<file path="src/rtl/monitor_sequencia.sv">
// monitor_sequencia: locks onto the mod-6 step sequence 0..5,0,... and reports
// the current step, completed cycles and sequence violations.
module monitor_sequencia #(
    parameter int CONF_N = 3
) (
    input  logic       clock,
    input  logic       reset,
    input  logic [2:0] bits_in,
    input  logic       en,
    output logic [5:0] passo,
    output logic       travado,
    output logic       erro,
    output logic [7:0] ciclos,
    output logic [3:0] falhas
);
    typedef enum logic [1:0] {BUSCA, CONFIRMA, TRAVADO} state_t;
    localparam logic [2:0] CONF_W = 3'(CONF_N);
    state_t     state_q, state_d;
    logic [2:0] ref_q, ref_d, conf_q, conf_d, succ;
    logic [7:0] ciclos_d;
    logic [3:0] falhas_d;
    logic       erro_d, valid, hit;
    assign valid = bits_in < 3'd6;
    assign succ  = (ref_q == 3'd5) ? 3'd0 : ref_q + 3'd1;
    assign hit   = bits_in == succ;
    always_comb begin
        state_d  = state_q;
        ref_d    = ref_q;
        conf_d   = conf_q;
        ciclos_d = ciclos;
        falhas_d = falhas;
        erro_d   = 1'b0;
        if (en) begin
            case (state_q)
                BUSCA: begin
                    if (valid) begin
                        ref_d   = bits_in;
                        conf_d  = 3'd0;
                        state_d = CONFIRMA;
                    end
                end
                CONFIRMA: begin
                    if (hit) begin
                        ref_d   = bits_in;
                        conf_d  = conf_q + 3'd1;
                        state_d = (conf_d == CONF_W) ? TRAVADO : CONFIRMA;
                    end else if (valid) begin
                        ref_d  = bits_in;
                        conf_d = 3'd0;
                    end else begin
                        state_d = BUSCA;
                    end
                end
                TRAVADO: begin
                    if (hit) begin
                        ref_d    = bits_in;
                        ciclos_d = (bits_in == 3'd0) ? ciclos + 8'd1 : ciclos;
                    end else begin
                        // violating sample is dropped; search restarts on the next one
                        erro_d   = 1'b1;
                        falhas_d = (falhas == 4'hf) ? falhas : falhas + 4'd1;
                        state_d  = BUSCA;
                    end
                end
                default: state_d = BUSCA;
            endcase
        end
    end
    always_ff @(posedge clock) begin
        if (reset) begin
            state_q <= BUSCA;
            ref_q   <= 3'd0;
            conf_q  <= 3'd0;
            passo   <= 6'd0;
            travado <= 1'b0;
            erro    <= 1'b0;
            ciclos  <= 8'd0;
            falhas  <= 4'd0;
        end else begin
            state_q <= state_d;
            ref_q   <= ref_d;
            conf_q  <= conf_d;
            passo   <= (state_d == TRAVADO) ? 6'd1 << ref_d : 6'd0;
            travado <= state_d == TRAVADO;
            erro    <= erro_d;
            ciclos  <= ciclos_d;
            falhas  <= falhas_d;
        end
    end
endmodule

</file>
<file path="config.mk">
export PLATFORM = sky130hd
export DESIGN_NAME = monitor_sequencia
export DESIGN_NICKNAME = d
export VERILOG_FILES = /design/src/rtl/monitor_sequencia.sv
export SDC_FILE = /design/constraint.sdc
export NUM_CORES = 1
export LEC_CHECK = 0
export ABC_AREA = 0
export CAP_MARGIN = 15
export CORE_ASPECT_RATIO = 0.6
export CORE_UTILIZATION = 35
export DETAILED_ROUTE_END_ITERATION = 8
export REMOVE_ABC_BUFFERS = 1
export SYNTH_ARGS = -nofsm -noshare
export SYNTH_HDL_FRONTEND = slang
export SYNTH_SLANG_ARGS = --single-unit
export TNS_END_PERCENT = 100
</file>
<file path="constraint.sdc">
create_clock -name clock -period 2.2 [get_ports clock]
set_clock_uncertainty 0.15 [all_clocks]
set_input_delay 0.33 -clock clock [delete_from_list [all_inputs] [get_ports clock]]
set_output_delay 0.33 -clock clock [all_outputs]
set_load 0.02 [all_outputs]
</file>
* Word level (Yosys, flattened, before mapping) *
Cells that the tools add are included.

storage, ports and cells
  bits in registers = 28
  latch bits = 0
  memory bits (writable) = 0
  ROM bits = 0
  bits of input ports = 6
  output and inout port bits = 20
  word-level logic and storage cells = 51
  memories = 0

operators by class
  $add $sub $neg = 4
  $mul = 0
  divide/modulo/power cells = 0
  order comparisons = 1
  equal/unequal tests = 7
  shift-type cells = 1
  multiplexer cells = 17
  bitwise logic cells = 5
  reduce and logical (&&, ||, !) cells = 8

operator list
  kind                                                               number
  3-bit two-way mux                                                  7
  2-bit two-way mux                                                  6
  3-bit one-hot mux with 3 select lines                              1
  8-bit by 1-bit adder with 8-bit output, second input constant      1
  4-bit AND reduction                                                2
  3-bit by 1-bit adder with 3-bit output, second input constant      2
  2-bit one-hot mux with 3 select lines                              1
  3-bit one-hot mux with 2 select lines                              1
  1-bit by 3-bit left shift with 6-bit output, first input constant  1
  1-bit inverter                                                     5
  4-bit by 1-bit adder with 4-bit output, second input constant      1
  2-bit == test, second input constant                               2
  4-bit == test, second input constant                               1
  3-bit by 2-bit == test with 1-bit output, second input constant    1
  3-bit == test                                                      1
  3-bit == test, second input constant                               1
  3-bit logical NOT                                                  1
  3-bit < comparator, second input constant                          1
  3-bit OR reduction                                                 1
  2-bit by 1-bit == test with 1-bit output, second input constant    1
  2-bit logical NOT                                                  1
  2-bit AND reduction                                                1
  2-bit nonzero test                                                 1
  2-bit OR reduction                                                 1
  1-bit two-way mux                                                  1

* Longest topological paths before layout *
Gate-level depths: netlist (run 1).

  depth after elaboration = 9
  gate-level depth with buffers = 8
  gate-level depth less buffers = 7

* Worst setup path after synthesis (run 1) *
OpenSTA, ideal clock, no wires.

  kind = input to register
  from = in bits_in[2]
  to = reg passo[4]
  library setup time = 92 ps
  data arrival time = 1740 ps
  required time = 1958 ps
  slack = 218 ps
  stages on the path = 8
  buffers on the path = 2
  path through = buf_2 o21ai_0 o311a_1 a21o_1 buf_6 a21oi_1 or2_2 nor4_1

between the ends
  longest elaborated chain between the ends = 8
  elaborated cells between the ends (all ways) = 17
  classes of those cells = order compare: 1; eq/ne: 2; shift: 1; mux: 11; bitwise: 1; reduce/logical: 1

ends and longest elaborated chain
  what                                   line  source
  from (decl)                            8     input logic [2:0] bits_in,
  3-bit < comparator                     23    assign valid = bits_in < 3'd6;
  2-bit two-way mux                      47    end else if (valid) begin
  2-bit two-way mux                      43    if (hit) begin
  2-bit one-hot mux with 3 select lines  34    case (state_q)
  2-bit two-way mux                      33    if (en) begin
  2-bit == test                          83    passo <= (state_d == TRAVADO) ? 6'd1 << ref_d : 6'd0;
  1-bit inverter (no line)               -
  2-bit OR reduction (no line)           -
  to (signal assigned)                   83
  to (decl)                              10    output logic [5:0] passo,

Parallel ways exist; a longest one is shown, timed or not.
A chain may end at the register's enable or synchronous reset.

* Final worst setup path (run 1) *
  from = reg ref_q[1]
  to = reg state_q[0]

between the ends
  longest elaborated chain between the ends = 6
  elaborated cells between the ends (all ways) = 8
  classes of those cells = add/sub: 1; eq/ne: 2; mux: 5

ends and longest elaborated chain
  what                                                                            line    source
  from (decl)                                                                     19      logic [2:0] ref_q, ref_d, conf_q, conf_d, succ;
  from (signal assigned)                                                          81      ref_q <= ref_d;
  3-bit by 1-bit adder with 3-bit output / 3-bit == test (equally long branches)  24      assign succ = (ref_q == 3'd5) ? 3'd0 : ref_q + 3'd1;
  3-bit two-way mux (*)                                                           24
  3-bit == test (*)                                                               25      assign hit = bits_in == succ;
  2-bit two-way mux, on equally long branches                                     55, 43
  2-bit one-hot mux with 3 select lines (*)                                       34
  2-bit two-way mux (*)                                                           33
  to (signal assigned)                                                            80      state_q <= state_d;
  to (decl)                                                                       18      state_t state_q, state_d;

Every way passes the cells marked *; elsewhere a longest branch is shown, timed or not.

==> results of run 1 <==
## repair_timing
| action | in CTS | in global routing |
|---|---|---|
| resized for setup | 13 | 4 |
| endpoints found under the hold margin | 0 | 0 |
| cloned | 0 | 0 |
| setup buffers | 2 | 2 |
| pin swaps | 3 | 2 |
| endpoints found under the setup margin | 18 | 14 |
## per-layer routing
layer  up-vias  global-route usage, %  routed length [µm]
met5         -                      0                   0
met4         0                   7.10                  43
met3         4                   6.08                 257
met2        44                   27.4                1690
met1       697                   24.9                1990
li1        736                      -                   -
## path summary, 6_finish.rpt
path	endpoint	slack, ns
min	ciclos[1]	0.36
max reg2reg	state_q[0]	0.11
min reg2reg	ciclos[1]	0.36
max	state_q[0]	0.11
## worst register-to-register path, stage by stage (launching register included)
cell,delay [ns]
dfxtp_2,0.38
nor3b_1,0.26
o311a_1,0.29
a21oi_1,0.11
or4_4,0.51
o211ai_4,0.17
nor2b_1,0.17
## power breakdown
group	internal [mW]	total, mW	leakage, nW	switching (mW)
registers	0.513	0.522	0.228	0.00897
logic	0.0899	0.197	0.592	0.107
clock network	0.244	0.418	0.0357	0.174
## area by class of cell
class / count / area, µm² / area share (%)
Clock buffer: 3 / 41.3 / 1.90
Clock inverter: 1 / 30.0 / 1.38
Inverter: 6 / 22.5 / 1.04
Multi-Input combinational cell: 134 / 968 / 44.5
Sequential cell: 28 / 564 / 25.9
Tap cell: 60 / 75.1 / 3.45
Timing Repair Buffer: 55 / 473 / 21.7
## placed cells by master, fill, tap and decap left out, types with 2 or more instances in the layout
cell	netlist	layout
and2_1	3	3
o21ai_1	3	3
nor3_1	2	2
o21ai_0	6	6
a21o_1	3	2
dlygate4sd2_1	0	2
buf_4	0	30
clkbuf_8	0	3
nor2b_1	4	4
dfxtp_1	28	25
a21oi_1	10	9
ha_1	4	4
nor4_1	5	3
inv_1	6	6
nand2_1	9	9
nor4_2	1	3
nand4_1	7	7
clkdlybuf4s50_1	0	22
and3_1	6	6
xor2_1	11	10
dfxtp_2	0	3
nand2b_1	9	9
nor2_1	19	19
nand3_1	4	4
## kinds of logic (layout without fill, tap and decap cells)
group	Yosys count	after routing
buffers and inverters	15	65
and+or+nand+nor	78	78
DFF	28	28
adders and majority gates	4	4
muxes	2	2
AOI/OAI and AO/OA	38	38
xor gates and xnor gates	12	12
## Yosys cell counts (4+ instances only)
cell type,instances
nand3_1,4
clkbuf_1,4
inv_1,6
buf_2,4
and3_1,6
nor2_1,19
nand2_1,9
a21oi_1,10
o21ai_0,6
nor2b_1,4
xor2_1,11
dfxtp_1,28
nand2b_1,9
nand4_1,7
nor4_1,5
ha_1,4
## flip-flops by register name, indices dropped and copies added, names as in the netlist
register / flops
falhas: 4
erro: 1
ciclos: 8
passo: 6
conf_q: 3
state_q: 2
travado: 1
ref_q: 3
==> summary.txt, run 1 <==
Critical path
  • Worst Setup End Kind: flop
  • CP Cell Sequence: nor3b_1 -> o311a_1 -> a21oi_1 -> or4_4 -> o211ai_4 -> nor2b_1
  • Kind of cell adding the most delay to the critical path: simple AND/OR/NAND/NOR gates
  • WP data required: about 2.3 ns
  • Kind of critical path: reg -> reg
  • Crit Reg-Reg Startpoint: ref_q[1]
  • Worst path max stage delay: approximately 0.51 ns
  • CP bufs+invs: 0
  • R2R cell count: 6
  • CP Launch Type: flop
  • CP Launch Point: ref_q[1]
  • Crit-path max FO: 8
  • Critical Path Stages: 6
  • Crit-path slowest cell: or4_4
  • CP Data Arrival Time: 2.17 ns

Drt
  • Total wire length: 3980 µm
  • Routed Antenna Nets: 0
  • Via count: ~1,500
  • Wire per inst: between 10 and 15 µm
  • First DRT Iteration DRCs: between 80 and 90
  • Via density: 5.16
  • Drt pass-1 iters: 4
  • Drc violations: 0

CTS
  • CTS Buffer Depth: 2
  • CTS tree: built
  • Hold buffers post-CTS: 0
  • Clk_lat worst skew: approximately 0.29 ns
  • Clock transition at path regs: 0.10 ns
  • CTS H-tree lvls: 1
  • CTS root buffer: clkbuf_8
  • Clock Sinks: 28
  • TritonCTS Buffers: 3

Synthesis
  • Yosys warns: 0
  • Mux contribution to synthesized area: 1.37%
  • Sequential area share after synthesis: between 30% and 40%
  • Mapped cell area: roughly 1500 µm²
  • Avg Cell Area, Syn: 8.74 µm²
  • #FFs+latches synth: 28
  • Synth Area in Adders: about 3.2%
  • Synth top area cells: dfxtp_1 (36%), xor2_1 (6.2%), nor2_1 (4.6%)
  • Post-Synth Simple-Gate Area: between 20% and 30%
  • Post-synth EDFFs: 0
  • Syn Inst Count: approximately 180
  • Post-synthesis cell type count: 49
  • Compound-Gate Fraction of Synth Area: 19.5%
  • Ys flop type: dfxtp_1
  • Post-synth ARST share: 0%
  • Top cell type's share of synthesized area: 36.2%
  • Largest family of logic cells by synthesized area: simple AND/OR/NAND/NOR gates
  • Post-Synth XOR/XNOR Area: 6.79%
  • Area leader, netlist: dfxtp_1

Job
  • Max-capacitance violation count: 0

Min path
  • Hold Path Origin: ciclos[1]
  • Worst Hold Class: reg -> reg
  • Hold Crit Depth: 2

Power
  • Tot Pwr: 1.14 mW
  • Leakage: about 0.85 nW
  • Max VDD drop: roughly 0.00026 V
  • Pwr dens: around 520 nW/µm²

Place
  • Post-DP Area: about 2000 µm²
  • Port Buffer Count: 25
  • Dpl cells: 279
  • Final HPWL DP: ~3000 µm
  • Placer Congestion: 0.800
  • Setup slack at placement: -0.565 ns

GRT
  • Largest net degree at the start of global routing: 17
  • Initial antenna violation count: 0
  • First-pass GRT wire length: about 6400 µm
  • Vias in the first global route: between 1,000 and 1,500
  • GRT Resource Usage Total: 18.5%
  • Aggregate global routing overflow: 0

Timing
  • Min Tclk post-route: between 2 and 2.5 ns
  • Setup violators final: 0
  • Fmax: roughly 480 MHz
  • Relative slew slack: between 70 and 80%
  • Hold Vio Cnt, Final: 0
  • Worst hold margin: 0.355 ns
  • Final period utilization: between 90 and 100%
  • Final WS setup: 0.113 ns
  • Unrepaired setup endpoints after global routing: false
  • TNS Setup: 0 ns
  • Slew Viols, Final: 0
  • Worst-Margin Slew: approximately 0.36 ns

Layout
  • Final Non-Filler Cells: 287
  • Fraction of layout cells with a size suffix above 1: 23.3%
  • Nets: roughly 240
  • Layout overhead on the synthesized area: 40.5%
  • Final Util: roughly 52%
  • Cell area after layout: 2170 µm²
  • Antenna Diode Count: 0
  • Fillers: 368

Floorplan
  • Initial cell density of the core: between 30% and 40%
  • Die W: about 88 µm
  • I/O pin cnt: 26
  • Core area: roughly 4200 µm²
  • Die Y: 53.5 µm
  • Standard-cell rows: 18
  • Die ar.: 4700 µm²

Status
  • Outcome: complete, no violations
Power figures use the tool's default switching activity.
==> run 2, diff against run 1 <==
--- a/config.mk
+++ b/config.mk
@@ -10,6 +10,7 @@
 export CORE_ASPECT_RATIO = 0.6
 export CORE_UTILIZATION = 35
 export DETAILED_ROUTE_END_ITERATION = 8
+export PLACE_DENSITY = 0.56
 export REMOVE_ABC_BUFFERS = 1
 export SYNTH_ARGS = -nofsm -noshare
 export SYNTH_HDL_FRONTEND = slang
==> run 2 against run 1 <==
Compared with the run above:
- flip-flop and latch count unchanged
- setup slack worse by 0.031 ns
- final area up 1.6%
- sequential share of layout area down 0.52 points
- hold slack worse by 0.013 ns
- sequential power about the same
- global-route usage about the same
- critical endpoint unchanged
- largest cell class unchanged
==> summary.txt, run 2 (synthesized netlist as in run 1, its figures left out) <==
Status
  • Outcome: complete, no violations

Layout
  • Nets: 240
  • Number of flip-flops under the largest register name: 8
  • Antenna Diode Count: 0
  • Fillers: 380
  • Commonest non-fill, non-tap cell in the layout: buf_4
  • Final Util: ~53%
  • Commonest non-fill, non-tap cells in the layout: buf_4 (32), dfxtp_1 (27), clkdlybuf4s50_1 (22), nor2_1 (19), xor2_1 (10)
  • Fraction of layout cells with a size suffix above 1: between 20 and 25%
  • Layout overhead on the synthesized area: 42.8%
  • Top reg by flops: ciclos
  • Regs by FF count: ciclos: 8 flops, passo: 6 flops, falhas: 4 flops

CTS
  • CTS tree: built
  • Hold buffers post-CTS: 0
  • CTS Buffer Depth: 2
  • Clk_lat worst skew: 0.28 ns
  • Clock transition at path regs: 0.09 ns
  • Clock Sinks: 28
  • TritonCTS Buffers: 3
  • CTS H-tree lvls: 1
  • CTS root buffer: clkbuf_8

Floorplan
  • Die W: approximately 88 µm
  • Die Y: approximately 54 µm
  • Initial cell density of the core: between 30 and 40%
  • I/O pin cnt: 26
  • Standard-cell rows: 18
  • Core area: between 4000 and 5000 µm²
  • Die ar.: about 4700 µm²

Place
  • Final HPWL DP: about 3100 µm
  • Placer Congestion: between 0.8 and 0.9
  • Port Buffer Count: 25

Critical path
  • Worst setup path endpoint: state_q[0]
  • Kind of critical path: in -> reg
  • R2R cell count: 6
  • WP data required: about 2.3 ns
  • Reg2reg end: state_q[0]
  • Worst R2R Setup Slack: around 0.08 ns
  • Crit-path max FO: 8
  • CP Launch Point: bits_in[2]
  • CP Launch Type: primary input
  • CP Data Arrival Time: about 2.2 ns
  • Crit-path slowest cell: or4_1
  • CP Cell Sequence: dlygate4sd2_1 -> buf_4 -> xor2_2 -> nor3_4 -> a21oi_1 -> or4_1 -> o211ai_4 -> nor2b_1
  • Worst Setup End Kind: flop
  • Worst path max stage delay: 0.54 ns
  • Crit Reg-Reg Startpoint: ref_q[1]

Drt
  • Via count: approximately 1,500
  • DR top layer: met4
  • Wire per inst: approximately 14 µm
  • Routed Antenna Nets: 0
  • Total wire length: around 4200 µm
  • M1 WL: about 2000 µm
  • Metal3 WL: roughly 280 µm
  • Via density: roughly 5.2
  • WL met2: around 1800 µm
  • Drt pass-1 iters: 4
  • First DRT Iteration DRCs: between 80 and 90
  • Drc violations: 0

GRT
  • Initial antenna violation count: 0
  • Largest net degree at the start of global routing: 21
  • First-pass GRT wire length: 6440 µm
  • Vias in the first global route: 1,335
  • GRT Resource Usage Total: 18.6%
  • Aggregate global routing overflow: 0

Timing
  • Min Tclk post-route: about 2.1 ns
  • Setup violators final: 0
  • TNS Setup: 0 ns
  • Fmax: 472 MHz
  • Relative slew slack: 73.4%
  • Worst-Margin Slew: 0.399 ns
  • Slew Viols, Final: 0
  • Hold Vio Cnt, Final: 0
  • Final period utilization: between 90% and 100%
  • Unrepaired setup endpoints after global routing: false

Job
  • Max-capacitance violation count: 0

Power
  • Pwr dens: 514 nW/µm²
  • Leakage: between 0.8 and 0.9 nW
  • Max VDD drop: around 0.00024 V

Min path
  • Worst Hold Class: reg -> reg
==> run 2: worst min path at each step <==
stage                     slack [ns]       from        end  cells past startpoint
final                           0.34  ciclos[1]  ciclos[1]                      2
after global routing            0.38  ciclos[1]  ciclos[1]                      2
after CTS                       0.35  ciclos[1]  ciclos[1]                      2
after detailed placement        0.33  ciclos[1]  ciclos[1]                      2
after global placement          0.32  ciclos[1]  ciclos[1]                      2
after floorplan                 0.25      reset  ciclos[1]                      1
==> run 2: cell type report <==
type / instances / area [µm²] / share of cell area, %
multi-input combinational: 134 / 988 / 44.7
clock inverter: 1 / 30.0 / 1.36
inverter: 6 / 22.5 / 1.02
timing repair buffer: 57 / 490 / 22.2
sequential: 28 / 562 / 25.4
clock buffer: 3 / 41.3 / 1.87
tap: 60 / 75.1 / 3.40
==> run 2: per-stage QoR <==
step	hold slack (ns)	power, mW	cell area (µm²)	setup slack, ns	std cells
CTS	0.348	1.14	2190	0.00196	289
finish	0.342	1.14	2210	0.0818	289
floorplan	0.249	0.617	1500	0.191	168
detailed placement	0.334	0.709	2050	-0.571	283
global route	0.380	1.18	2210	0.0103	289
global placement	0.319	0.703	2050	-0.483	283
==> run 2: layer usage <==
metal | up-vias | GRT usage [%]
li1 | 741 | -
met1 | 704 | 25.4
met2 | 50 | 28.9
met3 | 9 | 4.37
met4 | 0 | 5.74
met5 | - | 0
==> run 2: repair_timing <==
item                       in CTS  in global routing
pin swaps                       6                  3
buffers inserted                2                  0
setup endpoints to repair      17                 15
gates resized for setup        12                  6
cloned                          0                  0
==> run 2: critical path, delay by kind of cell <==
kind            cells  cell delay (ns)
simple gates        3             0.93
buf+inv             2             0.48
compound gates      2             0.27
xor+xnor            1             0.17
==> run 2: power breakdown <==
part / leakage [nW] / total [mW] / internal (mW) / switching (mW)
combinational: 0.605 / 0.201 / 0.0888 / 0.112
sequential: 0.227 / 0.522 / 0.513 / 0.00892
clock: 0.0357 / 0.413 / 0.244 / 0.170
total: 0.868 / 1.14 / 0.845 / 0.290
==> run 3, diff against run 2 <==
--- a/config.mk
+++ b/config.mk
@@ -9,6 +9,7 @@
 export CAP_MARGIN = 15
 export CORE_ASPECT_RATIO = 0.6
 export CORE_UTILIZATION = 35
+export CTS_CLUSTER_DIAMETER = 60
 export DETAILED_ROUTE_END_ITERATION = 8
 export PLACE_DENSITY = 0.56
 export REMOVE_ABC_BUFFERS = 1
==> results of run 3 <==
Same layout as run 2: the final DEF is identical, and so are final timing and power.
